### src/rtl/soc_bus_hub.sv
`default_nettype none
// ============================================================================
// Module  : soc_bus_hub
// Brief   : Single-master memory-bus hub with address-window decode, response
//           capture, timeout watchdog and debug write trace.
// Revision: 1.0
// ============================================================================
module soc_bus_hub #(
    parameter int NUM_SLAVES = 8,
    parameter int ADDR_W     = 32,
    parameter int DATA_W     = 32,
    parameter int SEL_LSB    = 28,
    parameter int SEL_W      = 4,
    parameter int TIMEOUT    = 255
) (
    input  logic                         clk,
    input  logic                         rst_n,
    input  logic                         m_req_valid,
    output logic                         m_req_ready,
    input  logic                         m_we,
    input  logic [ADDR_W-1:0]            m_addr,
    input  logic [DATA_W-1:0]            m_wdata,
    output logic                         m_rsp_valid,
    output logic [DATA_W-1:0]            m_rdata,
    output logic                         m_err,
    output logic [NUM_SLAVES-1:0]        s_req_valid,
    output logic                         s_we,
    output logic [ADDR_W-1:0]            s_addr,
    output logic [DATA_W-1:0]            s_wdata,
    input  logic [NUM_SLAVES-1:0]        s_rsp_valid,
    input  logic [NUM_SLAVES*DATA_W-1:0] s_rdata,
    output logic                         dbg_we,
    output logic [ADDR_W-1:0]            dbg_addr,
    output logic [DATA_W-1:0]            dbg_data,
    output logic [15:0]                  err_count
);

    localparam logic [1:0]  c_st_idle = 2'd0;
    localparam logic [1:0]  c_st_wait = 2'd1;
    localparam logic [1:0]  c_st_resp = 2'd2;
    localparam logic [15:0] c_cnt_last = 16'(TIMEOUT - 1);

    logic [1:0]            r_state;
    logic [1:0]            w_state_nxt;
    logic [SEL_W-1:0]      r_idx;
    logic [15:0]           r_cnt;
    logic                  r_we;
    logic [ADDR_W-1:0]     r_addr;
    logic [DATA_W-1:0]     r_wdata;
    logic [DATA_W-1:0]     r_rdata;
    logic                  r_err;
    logic                  r_dbg_we;
    logic [15:0]           r_err_count;

    logic [SEL_W-1:0]      w_idx;
    logic                  w_idx_ok;
    logic                  w_accept;
    logic                  w_in_wait;
    logic                  w_sel_rsp;
    logic [DATA_W-1:0]     w_sel_rdata;
    logic [NUM_SLAVES-1:0] w_s_req;
    logic                  w_timeout;
    logic                  w_err_evt;

    assign w_idx     = m_addr[SEL_LSB +: SEL_W];
    assign w_idx_ok  = (32'(w_idx) < 32'(NUM_SLAVES));
    assign w_accept  = m_req_valid && (r_state == c_st_idle);
    assign w_in_wait = (r_state == c_st_wait);
    assign w_timeout = (r_cnt >= c_cnt_last);

    // Only the latched slave's response and data are visible to the hub.
    always_comb begin
        w_sel_rsp   = 1'b0;
        w_sel_rdata = '0;
        w_s_req     = '0;
        for (int i = 0; i < NUM_SLAVES; i++) begin
            if (r_idx == SEL_W'(i)) begin
                w_sel_rsp   = s_rsp_valid[i];
                w_sel_rdata = s_rdata[i*DATA_W +: DATA_W];
                w_s_req[i]  = w_in_wait;
            end
        end
    end

    // A response in the expiry cycle wins over the timeout.
    assign w_err_evt = (w_accept && !w_idx_ok) || (w_in_wait && !w_sel_rsp && w_timeout);

    always_comb begin
        w_state_nxt = r_state;
        case (r_state)
            c_st_idle: begin
                if (w_accept) begin
                    w_state_nxt = w_idx_ok ? c_st_wait : c_st_resp;
                end
            end
            c_st_wait: begin
                if (w_sel_rsp || w_timeout) begin
                    w_state_nxt = c_st_resp;
                end
            end
            c_st_resp: w_state_nxt = c_st_idle;
            default:   w_state_nxt = c_st_idle;
        endcase
    end

    always_ff @(posedge clk or negedge rst_n) begin
        if (!rst_n) begin
            r_state <= c_st_idle;
        end else begin
            r_state <= w_state_nxt;
        end
    end

    always_ff @(posedge clk or negedge rst_n) begin
        if (!rst_n) begin
            r_idx       <= '0;
            r_cnt       <= '0;
            r_we        <= 1'b0;
            r_addr      <= '0;
            r_wdata     <= '0;
            r_rdata     <= '0;
            r_err       <= 1'b0;
            r_dbg_we    <= 1'b0;
            r_err_count <= '0;
        end else begin
            r_dbg_we <= w_accept && m_we;
            if (w_accept) begin
                r_we    <= m_we;
                r_addr  <= m_addr;
                r_wdata <= m_wdata;
                r_idx   <= w_idx;
                r_cnt   <= '0;
                if (!w_idx_ok) begin
                    r_rdata <= '0;
                    r_err   <= 1'b1;
                end
            end
            if (w_in_wait) begin
                r_cnt <= r_cnt + 16'd1;
                if (w_sel_rsp) begin
                    r_rdata <= r_we ? '0 : w_sel_rdata;
                    r_err   <= 1'b0;
                end else if (w_timeout) begin
                    r_rdata <= '0;
                    r_err   <= 1'b1;
                end
            end
            if (w_err_evt && (r_err_count != 16'hFFFF)) begin
                r_err_count <= r_err_count + 16'd1;
            end
        end
    end

    assign m_req_ready = (r_state == c_st_idle);
    assign m_rsp_valid = (r_state == c_st_resp);
    assign m_rdata     = r_rdata;
    assign m_err       = r_err;
    assign s_req_valid = w_s_req;
    assign s_we        = r_we;
    assign s_addr      = r_addr;
    assign s_wdata     = r_wdata;
    assign dbg_we      = r_dbg_we;
    assign dbg_addr    = r_addr;
    assign dbg_data    = r_wdata;
    assign err_count   = r_err_count;

endmodule
`default_nettype wire
### config.mk
export PLATFORM = sky130hd
export DESIGN_NAME = soc_bus_hub
export DESIGN_NICKNAME = d
export VERILOG_FILES = /design/src/rtl/soc_bus_hub.sv
export SDC_FILE = /design/constraint.sdc
export NUM_CORES = 1
export LEC_CHECK = 0
export CORE_AREA = 2 2 201 203
export DETAILED_ROUTE_END_ITERATION = 10
export DIE_AREA = 0 0 203 205
export GPL_ROUTABILITY_DRIVEN = 1
export HOLD_SLACK_MARGIN = 0.06
export PLACE_DENSITY_LB_ADDON = 0.3
export SYNTH_ARGS = -nofsm -noshare
export SYNTH_HDL_FRONTEND = slang
export SYNTH_SLANG_ARGS = --single-unit
### constraint.sdc
create_clock -name clk -period 2.2 [get_ports clk]
set_clock_uncertainty 0.2 [all_clocks]
set_input_delay 0.55 -clock clk [delete_from_list [all_inputs] [get_ports clk]]
set_output_delay 0.55 -clock clk [all_outputs]
set_load 0.005 [all_outputs]
==> reports/results.ini <==
[place]
placed_cells = 1863
gp_congestion = 0.912
portBuffers = 520
dpl-instance-area_um2 = 14000
dpl_worst_slack_ns = -0.596
dp_hpwl_mm = 31.7

[pwr]
power_leakage_nw = 6.52
power_mw = 18.6
power.density_nw_per_um2 = 1190
ir_drop_mv = 0.646

[drt]
drc = 0
vias = 8722
antenna_left = 0
drt_iter0_drc = 359
avgRoutedWirePerCell_um = 20.6
dr.pass1.iters = 4
vias_per_cell = 4.48
wl_mm = 40.0

[critical_path]
cp_top_family = flip-flops
cp.depth = 9
path_buf_inv = 3
reg2reg_depth = 9
crit_required_ns = 2.30
critPathKind = flip-flop to flip-flop
critical-path-slowest-cell = dfrtp_4
start_kind = flip-flop
path_cells = buf_6, buf_6, or3b_4, a21oi_4, a2bb2oi_4, buf_6, o21ai_4, nand3_2, mux2_4
crit_arrival_ns = 2.50
crit_path_end_kind = flip-flop
cpMostUsedCell = buf_6
timing.reg2reg.setup_slack_ns = -0.21
crit_fanout = 4
crit_path_max_incr_delay_ns = 0.52

[clocking]
cts.sinks = 133
cts_inserted_buffers = 17
insertion_delay_ns = 0.42
htreeDepth = 4
root_buffer = clkbuf_16
cts_tree = yes
cts_buffer_depth = 2
path_clk_slew_ns = 0.06

[synth]
yosysMostFrequentCell = nand2_1
syn_area_um2 = 8280
postSynthAreaPerCell_um2 = 9.43
synth.distinct_cells = 51
synth_edf_count = 0
synth_area_leaders = dfrtp_1, nand2_1, mux4_2, buf_4, mux2_2
synth-seq-cells = 133
seq_area_frac_synth_pct = 40.2
synth_top_cell_area_share_pct = 40.2
synth-main-ff-cell = dfrtp_1
synthCells = 878
synth_common_cells = nand2_1, dfrtp_1, buf_4
syn_nets = 1213
synth_warnings = 0
synth_top_cell_by_area = dfrtp_1
async_flop_share_pct = 100

[finish]
fin_nets = 1737
fin_area_um2 = 15600
fin_util_pct = 39.7
layout-drive-gt1-share_pct = 24.2
final_cells = 1945
area_growth_pct = 89.0

[floorplan]
die_h_um = 205
die_area_um2 = 41600
io_pins = 521
die_x_um = 203
start_util_pct = 21.0
rows = 73
core_um2 = 39400

[global_routing]
grt.overflow.total = 0
top_usage_layer = met2
antenna_found_initial = 11
grt_usage_pct = 18.7
grt_max_degree = 65
met3_usage_pct = 4.33
met2_usage_pct = 34.5
grt_pass1_wl_mm = 57.2
grtUsageMet1_pct = 21.0
first_global_vias = 8994

[outcome]
status = complete, but fails checks
violations = negative setup slack

[timing]
period_needed_ns = 2.41
fmax_ghz = 0.416
layout_setup_ws_ns = -0.206
maxSlewHeadroom_pct = 56.4
finalHoldViolCount = 0
setup_viol = 59
rsz0062_at_grt = yes
maxSlewViolCount = 0
worstMarginPinSlew_ns = 0.653
fin_crit_sh_pct = 109

[worst_hold_path]
hold_path_class = flip-flop to flip-flop
hold_path_depth = 1

[run]
maxCapViolCount = 0

## path summary, 6_finish.rpt
| path | from | end |
|---|---|---|
| max in group asynchronous | rst_n | err_count[2]$_DFFE_PN0P_ |
| min reg2reg | err_count[11]$_DFFE_PN0P_ | err_count[11]$_DFFE_PN0P_ |
| min | err_count[11]$_DFFE_PN0P_ | err_count[11]$_DFFE_PN0P_ |
| min in group asynchronous | rst_n | dbg_data[7]$_DFFE_PN0P_ |
| max reg2reg | r_idx[1]$_DFFE_PN0P_ | err_count[1]$_DFFE_PN0P_ |
| max | r_idx[1]$_DFFE_PN0P_ | err_count[1]$_DFFE_PN0P_ |
## sequential cells by signal, summed over array words and instances (netlist names)
register and cells:
r_idx 4, dbg_we 1, r_state 2, m_err 1, err_count 16, dbg_addr 28, s_we 1, dbg_data 32
m_rdata 32, r_cnt 16
## metal layers
layer / share of wire [%] / vias up
li1: - / 4106
met3: 5.8 / 48
met4: 2.8 / 2
met5: 0.032 / -
met1: 39 / 4211
met2: 53 / 355
## where the power goes
part	total (mW)	internal [mW]	switching (mW)
clock network	2.72	1.61	1.11
registers	4.16	3.35	0.811
logic	11.7	6.54	5.13
total	18.6	11.5	7.05
## layout make-up
| type | instances | area, um^2 |
|---|---|---|
| fill | 3870 | 23700 |
| timing repair buffer | 632 | 6480 |
| multi-input combinational | 615 | 4580 |
| sequential | 133 | 3340 |
| tap | 525 | 657 |
| clock buffer | 20 | 457 |
| clock inverter | 11 | 103 |
| antenna | 6 | 15.0 |
| inverter | 3 | 11.3 |
## per-stage QoR
stage	hold WS, ns	TNS [ns]
2_1_floorplan	0.0544	0
3_3_place_gp	0.278	-27.04
3_5_place_dp	0.273	-26.55
4_1_cts	0.297	-10.02
5_1_grt	0.319	-11.75
6_report	0.292	-7.82
## cell usage in the layout (no fill, tap or decap), types with 6 or more instances in the layout
cell type / instances
clkdlybuf4s50_1: 488
nand2_1: 211
dfrtp_1: 126
buf_4: 69
o211ai_1: 33
mux4_2: 32
nand3_2: 32
nor2_1: 30
mux2_2: 25
o21ai_2: 24
clkbuf_16: 21
buf_12: 20
mux2i_1: 19
o22ai_1: 19
o21ai_0: 17
a21oi_1: 15
nand4_1: 13
a21oi_2: 12
xnor2_1: 12
buf_6: 12
nor2_2: 10
buf_2: 10
o21ai_1: 9
dlygate4sd2_1: 9
a22oi_1: 8
nand3_1: 8
dlymetal6s2s_1: 7
diode_2: 6
o22ai_2: 6
nand3_4: 6
and3_1: 6
## what timing repair did
action,4_1_cts,5_1_grt
gates cloned,5,4
endpoints found under the hold margin,27,0
endpoints found under the setup margin,77,72
hold buffers,1,0
pin swaps,39,20
setup buffers,21,17
gates resized for setup,132,66
## kinds of logic after synthesis
group	after synthesis	synth area share (%)
AO/OA/AOI/OAI	157	12.5
adder cells (fa/ha/maj)	3	0.454
buffers and inverters	130	9.98
XOR/XNOR	15	1.59
AND/OR/NAND/NOR	363	20.7
flip-flops	133	40.2
multiplexers	77	14.5
Note: power is estimated with default switching activity, not from simulation.
